<file path="config.mk">
export PLATFORM = sky130hd
export DESIGN_NAME = fetch_unit
export DESIGN_NICKNAME = d
export VERILOG_FILES = /design/src/rtl/fetch_unit_pkg.sv /design/src/rtl/fetch_queue.sv /design/src/rtl/fetch_unit.sv
export SDC_FILE = /design/constraint.sdc
export NUM_CORES = 1
export LEC_CHECK = 0
export BUFFER_PORTS_ARGS = -buffer_cell sky130_fd_sc_hd__clkbuf_2
export CORE_ASPECT_RATIO = 1.4
export CORE_MARGIN = 3
export CORE_UTILIZATION = 50
export DETAILED_ROUTE_END_ITERATION = 16
export PLACE_DENSITY = 0.69
export SYNTH_ARGS = -nofsm -noshare
export SYNTH_HDL_FRONTEND = slang
export SYNTH_SLANG_ARGS = --single-unit
</file>
<file path="constraint.sdc">
create_clock -name clk_i -period 8.1 [get_ports clk_i]
set_input_delay 1.62 -clock clk_i [delete_from_list [all_inputs] [get_ports clk_i]]
set_output_delay 1.62 -clock clk_i [all_outputs]
set_load 0.01 [all_outputs]
</file>
<file path="src/rtl/fetch_unit_pkg.sv">
// Shared definitions for the fetch stage: default widths, reset PC,
// FSM state encodings, queue entry width and a saturating counter helper.
package fetch_unit_pkg;

    localparam int          PC_W_DEF     = 16;
    localparam int          INSTR_W_DEF  = 16;
    localparam logic [15:0] RESET_PC_DEF = 16'h0000;

    // One queue entry carries {pc, instr}
    localparam int ENTRY_W_DEF = PC_W_DEF + INSTR_W_DEF;

    typedef enum logic {
        FETCH_IDLE = 1'b0,
        FETCH_RUN  = 1'b1
    } fetch_state_e;

    // Increment that sticks at all-ones instead of wrapping
    function automatic logic [31:0] sat_inc32(input logic [31:0] v);
        return (v == 32'hFFFF_FFFF) ? v : v + 32'd1;
    endfunction

endpackage

</file>
<file path="src/rtl/fetch_queue.sv">
// Two-entry FIFO of fetched {pc, instr} entries.
// Supports simultaneous push and pop and a flush that empties it.
// The head is kept in its own register so the output holds its last
// value once the queue drains.
module fetch_queue
    import fetch_unit_pkg::*;
#(
    parameter int DATA_W = ENTRY_W_DEF
) (
    input  logic              clk_i,
    input  logic              rst_i,
    input  logic              flush_i,
    input  logic              push_i,
    input  logic [DATA_W-1:0] push_data_i,
    input  logic              pop_i,
    output logic [1:0]        count_o,
    output logic [DATA_W-1:0] head_o
);

    logic [DATA_W-1:0] mem_q [2];
    logic              wr_ptr_q, wr_ptr_d;
    logic              rd_ptr_q, rd_ptr_d;
    logic [1:0]        count_q,  count_d;
    logic [DATA_W-1:0] head_q,   head_d;

    // Next pointers, occupancy and head-of-queue value
    always_comb begin
        wr_ptr_d = wr_ptr_q;
        rd_ptr_d = rd_ptr_q;
        count_d  = count_q;
        head_d   = head_q;
        if (flush_i) begin
            wr_ptr_d = 1'b0;
            rd_ptr_d = 1'b0;
            count_d  = 2'd0;
        end else begin
            if (push_i) wr_ptr_d = ~wr_ptr_q;
            if (pop_i)  rd_ptr_d = ~rd_ptr_q;
            count_d = count_q + {1'b0, push_i} - {1'b0, pop_i};
            if (pop_i) begin
                // Second entry moves up, or the incoming entry becomes head
                if (count_q == 2'd2)
                    head_d = mem_q[~rd_ptr_q];
                else if (push_i)
                    head_d = push_data_i;
            end else if (count_q == 2'd0 && push_i) begin
                head_d = push_data_i;
            end
        end
    end

    // Storage, pointers and head register
    always_ff @(posedge clk_i or posedge rst_i) begin
        if (rst_i) begin
            mem_q[0] <= '0;
            mem_q[1] <= '0;
            wr_ptr_q <= 1'b0;
            rd_ptr_q <= 1'b0;
            count_q  <= 2'd0;
            head_q   <= '0;
        end else begin
            if (push_i && !flush_i)
                mem_q[wr_ptr_q] <= push_data_i;
            wr_ptr_q <= wr_ptr_d;
            rd_ptr_q <= rd_ptr_d;
            count_q  <= count_d;
            head_q   <= head_d;
        end
    end

    assign count_o = count_q;
    assign head_o  = head_q;

endmodule

</file>
<file path="src/rtl/fetch_unit.sv">
// Instruction-fetch stage: owns the PC, drives the combinational imem
// address, buffers fetched {pc, instr} pairs for decode and handles
// redirects (flush + PC load).
// Optional build macro FETCH_PERF_EN adds saturating fetch/stall counters.
module fetch_unit
    import fetch_unit_pkg::*;
#(
    parameter int              PC_W     = PC_W_DEF,
    parameter int              INSTR_W  = INSTR_W_DEF,
    parameter logic [PC_W-1:0] RESET_PC = RESET_PC_DEF[PC_W-1:0],
    parameter int              QDEPTH   = 2
) (
    input  logic               clk_i,
    input  logic               rst_i,
    input  logic               fetch_en_i,
    output logic [PC_W-1:0]    imem_addr_o,
    input  logic [INSTR_W-1:0] imem_data_i,
    input  logic               redirect_valid_i,
    input  logic [PC_W-1:0]    redirect_pc_i,
    output logic               dec_valid_o,
    input  logic               dec_ready_i,
    output logic [INSTR_W-1:0] dec_instr_o,
    output logic [PC_W-1:0]    dec_pc_o
`ifdef FETCH_PERF_EN
    ,
    output logic [31:0]        perf_fetch_cnt_o,
    output logic [31:0]        perf_stall_cnt_o
`endif
);

    localparam int ENTRY_W = PC_W + INSTR_W;

    fetch_state_e        state_q;
    logic [PC_W-1:0]     pc_q, pc_d;
    logic [1:0]          count;
    logic [ENTRY_W-1:0]  head;
    logic                enq, deq, q_has_room;

    // The queue is built for exactly two entries
    if (QDEPTH != 2) begin : g_bad_depth
        initial $error("fetch_unit: only QDEPTH=2 is supported");
    end

    assign q_has_room = (count < 2'd2) || deq;
    assign deq = dec_valid_o && dec_ready_i;
    assign enq = (state_q == FETCH_RUN) && fetch_en_i && !redirect_valid_i && q_has_room;

    // Redirect beats sequential advance
    always_comb begin
        pc_d = pc_q;
        if (redirect_valid_i)
            pc_d = redirect_pc_i;
        else if (enq)
            pc_d = pc_q + 1'b1;
    end

    // Run/idle FSM and PC register
    always_ff @(posedge clk_i or posedge rst_i) begin
        if (rst_i) begin
            state_q <= FETCH_IDLE;
            pc_q    <= RESET_PC;
        end else begin
            pc_q <= pc_d;
            case (state_q)
                FETCH_IDLE: if (fetch_en_i)  state_q <= FETCH_RUN;
                FETCH_RUN:  if (!fetch_en_i) state_q <= FETCH_IDLE;
                default:                     state_q <= FETCH_IDLE;
            endcase
        end
    end

    fetch_queue #(
        .DATA_W (ENTRY_W)
    ) u_queue (
        .clk_i       (clk_i),
        .rst_i       (rst_i),
        .flush_i     (redirect_valid_i),
        .push_i      (enq),
        .push_data_i ({pc_q, imem_data_i}),
        .pop_i       (deq),
        .count_o     (count),
        .head_o      (head)
    );

    assign imem_addr_o = pc_q;
    assign dec_valid_o = (count != 2'd0);
    assign dec_pc_o    = head[ENTRY_W-1:INSTR_W];
    assign dec_instr_o = head[INSTR_W-1:0];

`ifdef FETCH_PERF_EN
    logic [31:0] fetch_cnt_q, stall_cnt_q;

    // Saturating counts of enqueues and decode back-pressure cycles
    always_ff @(posedge clk_i or posedge rst_i) begin
        if (rst_i) begin
            fetch_cnt_q <= 32'd0;
            stall_cnt_q <= 32'd0;
        end else begin
            if (enq)
                fetch_cnt_q <= sat_inc32(fetch_cnt_q);
            if (dec_valid_o && !dec_ready_i)
                stall_cnt_q <= sat_inc32(stall_cnt_q);
        end
    end

    assign perf_fetch_cnt_o = fetch_cnt_q;
    assign perf_stall_cnt_o = stall_cnt_q;
`endif

endmodule

</file>
==> results of run 1 <==
-- critical path: stages --
cell and delay [ps]:
clkbuf_2 290, inv_1 550, a32o_2 280, buf_4 470, mux2_1 380
-- metrics by stage --
step	hold slack, ps	instances	setup WS, ps	power, mW	cell area (um^2)
4_1_cts	486.0	705	4789	2.299	6645
3_5_place_dp	474.0	674	4383	1.493	6016
3_3_place_gp	465.7	674	4442	1.462	6016
5_1_grt	499.4	705	4636	2.413	6645
2_1_floorplan	457.4	476	3379	1.293	5499
6_report	481.8	705	4788	2.271	6645
-- Yosys cell counts (3+ instances only) --
library cell and n:
or4_1 7, ha_1 3, o31ai_1 7, buf_2 10
nor2_1 40, and2_1 3, xor2_1 4, o21ai_0 12
clkbuf_1 17, a31oi_1 9, inv_1 33, nand2_1 20
dfrtp_1 117, nor4_1 3, a21oi_1 26, nand3_1 6
mux2_1 70, buf_4 3, xnor2_1 5, mux2i_1 59
-- cells in the final DEF (no fill, tap or decap), types with 2 or more instances in the layout --
master / netlist / final
a31oi_1: 9 / 9
and4_1: 2 / 2
xor2_1: 4 / 4
clkbuf_1: 17 / 3
nand4_1: 2 / 2
xnor2_1: 5 / 5
bufinv_16: 0 / 5
nor3_1: 2 / 2
buf_4: 3 / 5
or4_1: 7 / 7
dfrtp_1: 117 / 116
nor2_1: 40 / 40
and2_1: 3 / 3
nand3_1: 6 / 6
nand2_1: 20 / 20
mux2_1: 70 / 70
o21ai_1: 2 / 2
nor4_1: 3 / 3
o31ai_1: 7 / 7
clkbuf_2: 0 / 85
a21oi_1: 26 / 26
mux2i_1: 59 / 59
inv_1: 33 / 32
clkinv_2: 0 / 4
o21ai_0: 12 / 12
ha_1: 3 / 3
clkbuf_16: 0 / 17
-- registers in the layout, summed over array words and instances (netlist names) --
signal,flops
u_queue.wr_ptr_q,1
state_q,1
u_queue.mem_q,64
u_queue.count_o,2
imem_addr_o,16
u_queue.rd_ptr_q,1
u_queue.head_o,32
-- power groups by stage --
stage	Clock (mW)	Combinational (mW)	Sequential [mW]
global route	0.839	0.582	0.993
detailed placement	0	0.521	0.972
CTS	0.809	0.526	0.964
global placement	0	0.506	0.956
finish	0.796	0.513	0.962
floorplan	0	0.343	0.950
-- logic make-up after synthesis --
group                      after synthesis  synth area share
DFF                                    117            0.5324
buffers and inverters                   63           0.04733
adders and majority gates                3          0.006827
xor gates and xnor gates                 9           0.01433
muxes                                  129            0.2507
AOI/OAI and AO/OA                       60           0.06303
and+or+nand+nor                         95           0.08533
-- layer usage --
layer,wire [um],share of wire,GRT usage
met1,4902,0.44,0.2394
met2,5591,0.50,0.3293
met3,498,0.045,0.05306
met4,145,0.013,0.07307
met5,0,0,0
-- worst min path at each step --
stage               cells after the start              start  slack (ps)           endpoint
global route                            1  u_queue.mem_q[31]         500  u_queue.mem_q[31]
CTS                                     1  u_queue.mem_q[20]         490  u_queue.mem_q[20]
floorplan                               1   u_queue.mem_q[0]         460   u_queue.mem_q[0]
finish                                  1  u_queue.mem_q[18]         480  u_queue.mem_q[18]
detailed placement                      1  u_queue.mem_q[19]         470  u_queue.mem_q[19]
global placement                        1  u_queue.mem_q[21]         470  u_queue.mem_q[21]
-- cell type report --
class / count / area, um^2 / area share
Multi-Input combinational cell: 296 / 2325 / 0.3498
Tap cell: 138 / 172.7 / 0.02598
Timing Repair Buffer: 90 / 462.9 / 0.06967
Sequential cell: 117 / 2929 / 0.4408
Clock inverter: 10 / 178.9 / 0.02693
Clock buffer: 21 / 450.4 / 0.06778
Inverter: 33 / 126.4 / 0.01902
==> out/metrics.csv, run 1 <==
stage;metric;value;unit
layout;layout cells sized above 1;0.2205;
synth;Net Count, Synth;516;
worst_setup_path;crit path DAT;3590;ps
sta;final hold vios;0;
synth;synth unique cells;38;
synth;ys async rst share;1.000;
global_route;initial antenna violation count;0;
power_and_ir_drop;VDD IR max;0.1700;mV
power_and_ir_drop;Internal Power;1.622;mW
worst_setup_path;worst reg2reg setup slack;6050;ps
placement;Placer Congestion;0.8274;
sta;relative slew slack;0.3020;
clocking;CTS resizes;0;
global_route;vias in the first global route;3963;
layout;final net count;595;
layout;fin util;0.6287;
sta;share of the clock period used by the worst path;0.4089;
run_status;outcome;completed;
worst_setup_path;end of the critical path;u_queue.head_o[23];
sta;RSZ-0062 raised after global routing;no;
power_and_ir_drop;Sequential Power Share;0.424;
die;die extent in y;130.1;um
sta;final setup TNS;0;ps
synth;most area-hungry cell type in the Yosys netlist;dfrtp_1;
layout;number of fill cells;865;
synth;Syn. warnings;0;
synth;top_reg_cell synth;dfrtp_1;
worst_setup_path;Worst R2R End;u_queue.mem_q[2];
power_and_ir_drop;Static Leak;3.052;nW
power_and_ir_drop;P per Cell Area;341.7;nW/um^2
global_route;first-pass GRT wire length;18.77;mm
sta;worst slew pin tran;1047;ps
clocking;Root Driver;clkbuf_16;
sta;fin crit period;3312;ps
die;CORE AREA;10570;um^2
placement;port bufs;85;
power_and_ir_drop;Clock power frac;0.351;
sta;Slew Viols, Final;0;
synth;sequential element share of the synthesized area;0.5324;
power_and_ir_drop;Switching Fraction;0.2857;
clocking;Inserted Clock Buffers;17;
clocking;hold_buf cts;0;
worst_setup_path;reg2reg start;u_queue.count_o[1];
min_path;Hold Crit Class;reg2reg;
worst_setup_path;startpoint types;input pin;
die;Die Wd;94.63;um
layout;ANT cells;0;
clocking;H-tree Lvls;4;
clocking;clock slew at reported path FFs;50;ps
power_and_ir_drop;Logic pwr share;0.226;
placement;DP HPWL;7.039;mm
synth;post-synth top area share;0.5324;
die;Die Area;12310;um^2
clocking;Clock Latency Late Sink;410;ps
drt;Post-DRT Antenna Nets;0;
worst_setup_path;Setup crit end kind;register;
run;MaxCap Viol Count;0;
die;num ports;86;
sta;f_max;301.9;MHz
layout;Layout area overhead;20.84;%
clocking;CTS tree;done;
sta;Final Skew;9.528;ps
synth;Area contributors post-synth;dfrtp_1 53%, mux2_1 14%, mux2i_1 11%, nor2_1 2.7%, a21oi_1 2.4%;
synth;Mapped Area;5499;um^2
sta;final setup violating endpoints;0;
drt;initial DRC count;173;
synth;cell count after synthesis;476;
power_and_ir_drop;NetSw;0.6488;mW
synth;Mean Syn Cell Area;11.55;um^2
global_route;grt total ovfl;0;
drt;routed vias;3846;
worst_setup_path;CP max FO;32;
synth;Synth Register Bits;117;
die;Site Rows;44;
clocking;TritonCTS Sinks;117;
drt;DR WL/cell;15.80;um
worst_setup_path;Worst Setup Path Type;in2reg;
drt;first drt pass iteration count;4;
worst_setup_path;crit path from;redirect_valid_i;
synth;EDFF count, synth;0;
worst_setup_path;R2R depth;5;
worst_setup_path;WP data required;8380;ps
global_route;Total Routing Usage GR;0.1954;
die;Starting Density;0.5202;
clocking;Post-CTS Setup Bufs;0;
drt;Post-route DRC;0;
clocking;CTS Buffer Depth;2;
global_route;largest net degree at the start of global routing;79;
drt;DRT Wirelength;11.14;mm
drt;vias per inst;5.455;
Power figures use the tool's default switching activity.
==> run 2: changes to the inputs <==
- clock period: 8.1 -> 3.3 ns (I/O delays scaled with it)
==> run 2 against run 1 <==
Effect of this change:
- clock skew down 0.87 ps
- critical endpoint is now u_queue.head_o[3]
- sequential cell count unchanged
- design area up 0.34%
- cell count up 0.57%
- worst hold slack worse by 250 ps
==> out/metrics.csv, run 2 (same netlist as run 1, synthesis figures left out) <==
stage;metric;value;unit
layout;Layout area overhead;21.25;%
clocking;Clock Latency Late Sink;410;ps
sta;Slew Viols, Final;0;
clocking;Post-CTS Setup Bufs;0;
worst_setup_path;Setup crit end kind;register;
worst_setup_path;Crit path max-delay family;buffers and inverters;
worst_setup_path;CP max stage cell;a32o_2;
die;Die Wd;94.63;um
global_route;largest net degree at the start of global routing;63;
die;CORE AREA;10570;um^2
worst_setup_path;worst reg2reg setup slack;1300;ps
layout;number of flip-flops in the largest register;64;
layout;ANT cells;0;
drt;DR WL/cell;15.81;um
layout;final net count;602;
clocking;CTS Buffer Depth;2;
sta;worst slew pin tran;946.1;ps
layout;number of fill cells;883;
sta;RSZ-0062 raised after global routing;no;
sta;relative slew slack;0.3673;
run_status;outcome;completed;
global_route;first-pass GRT wire length;18.76;mm
worst_setup_path;startpoint types;input pin;
die;Site Rows;44;
power_and_ir_drop;P per Cell Area;802.3;nW/um^2
worst_setup_path;WP data required;3640;ps
sta;fin crit period;2009;ps
clocking;H-tree Lvls;4;
die;Starting Density;0.5202;
min_path;Hold Crit Class;in2async;
sta;share of the clock period used by the worst path;0.6087;
layout;layout cells sized above 1;0.2294;
power_and_ir_drop;Static Leak;3.066;nW
drt;first drt pass iteration count;7;
sta;Final Skew;8.656;ps
die;Die Area;12310;um^2
clocking;clock slew at reported path FFs;50;ps
placement;port bufs;85;
drt;vias per inst;5.375;
layout;Final Instance Area;6668;um^2
placement;Placer Congestion;0.8142;
placement;pre-CTS setup slack;866.3;ps
drt;DRT Wirelength;11.21;mm
clocking;hold_buf cts;0;
worst_setup_path;Worst Setup Path Type;in2reg;
sta;f_max;497.8;MHz
worst_setup_path;most used cell, CP;buf_4;
layout;FF/Latch Area;2929;um^2
placement;placed cell count;681;
layout;most frequent cells in the layout;116 x dfrtp_1, 85 x clkbuf_2, 70 x mux2_1, 59 x mux2i_1, 40 x nor2_1;
global_route;initial antenna violation count;0;
clocking;TritonCTS Sinks;117;
clocking;Inserted Clock Buffers;17;
sta;final hold vios;0;
global_route;grt total ovfl;0;
die;num ports;86;
worst_setup_path;Worst R2R End;u_queue.head_o[3];
worst_setup_path;WP buf/inv;4;
sta;final setup violating endpoints;0;
layout;area of the multi-input gates;2325;um^2
drt;initial DRC count;114;
drt;routed vias;3811;
global_route;Total Routing Usage GR;0.1999;
worst_setup_path;R2R depth;5;
clocking;CTS resizes;0;
global_route;vias in the first global route;3943;
placement;placed standard-cell area;6120;um^2
worst_setup_path;worst-path cell chain;clkbuf_2, inv_1, buf_4, a32o_2, buf_4, mux2i_1;
clocking;CTS tree;done;
die;die extent in y;130.1;um
sta;final setup TNS;0;ps
power_and_ir_drop;VDD IR max;0.4621;mV
layout;commonest non-fill, non-tap cell in the layout;dfrtp_1;
clocking;Root Driver;clkbuf_16;
worst_setup_path;CP max stage delay;550;ps
layout;Top reg by flops;u_queue.mem_q;
sta;setup ws final;1291;ps
layout;final std cells w/o fill;709;
worst_setup_path;reg2reg start;u_queue.count_o[1];
placement;DP HPWL;7.461;mm
worst_setup_path;CP max FO;23;
worst_setup_path;crit path DAT;2340;ps
run;MaxCap Viol Count;0;
drt;Post-route DRC;0;
drt;Post-DRT Antenna Nets;0;
## run 2: area by class of cell
| cell class | count | share of cell area |
|---|---|---|
| multi-input cells | 296 | 0.3487 |
| repair buffers | 97 | 0.08482 |
| clock inverters | 5 | 0.007506 |
| flip-flops and latches | 117 | 0.4393 |
| well taps | 138 | 0.02590 |
| clock buffers | 23 | 0.07469 |
| inverters | 33 | 0.01914 |
## run 2: worst max path at each step
stage                             startpoint                 to  slack [ps]  cells past startpoint
after floorplan                        rst_i     imem_addr_o[0]        1210                      1
after global placement      redirect_valid_i  u_queue.head_o[3]         880                      6
after detailed placement    redirect_valid_i  u_queue.head_o[6]         870                      6
after CTS                 u_queue.count_o[1]  u_queue.head_o[3]        1290                      5
after global routing      u_queue.count_o[1]  u_queue.head_o[5]        1130                      5
final                       redirect_valid_i  u_queue.head_o[3]        1290                      6
## run 2: power breakdown
part,total [mW],internal (mW),switching [mW]
clock network,1.69,1.11,0.584
logic,1.31,0.676,0.634
registers,2.35,1.98,0.369
total,5.35,3.76,1.59
## run 2: routing by layer
metal | GRT usage | vias to the layer above | part of all wire
met5 | 0 | - | 0
met4 | 0.09006 | 0 | 0.020
met3 | 0.05709 | 18 | 0.046
met2 | 0.3331 | 86 | 0.50
met1 | 0.2396 | 1875 | 0.43
li1 | - | 1832 | -
## run 2: worst register-to-register path, cell delays in order (launching register included)
cell	delay, ps
dfrtp_1	450
nand3b_1	680
buf_4	460
nor2_1	130
a21oi_1	60
mux2i_1	130
## run 2: stage by stage
step,total power [mW],util,hold slack (ps)
CTS,5.419,0.6308,231.9
detailed placement,3.695,0.5790,473.9
floorplan,3.175,-,457.4
finish,5.349,0.6308,233.4
global route,5.694,0.6308,249.9
global placement,3.614,0.5790,465.5
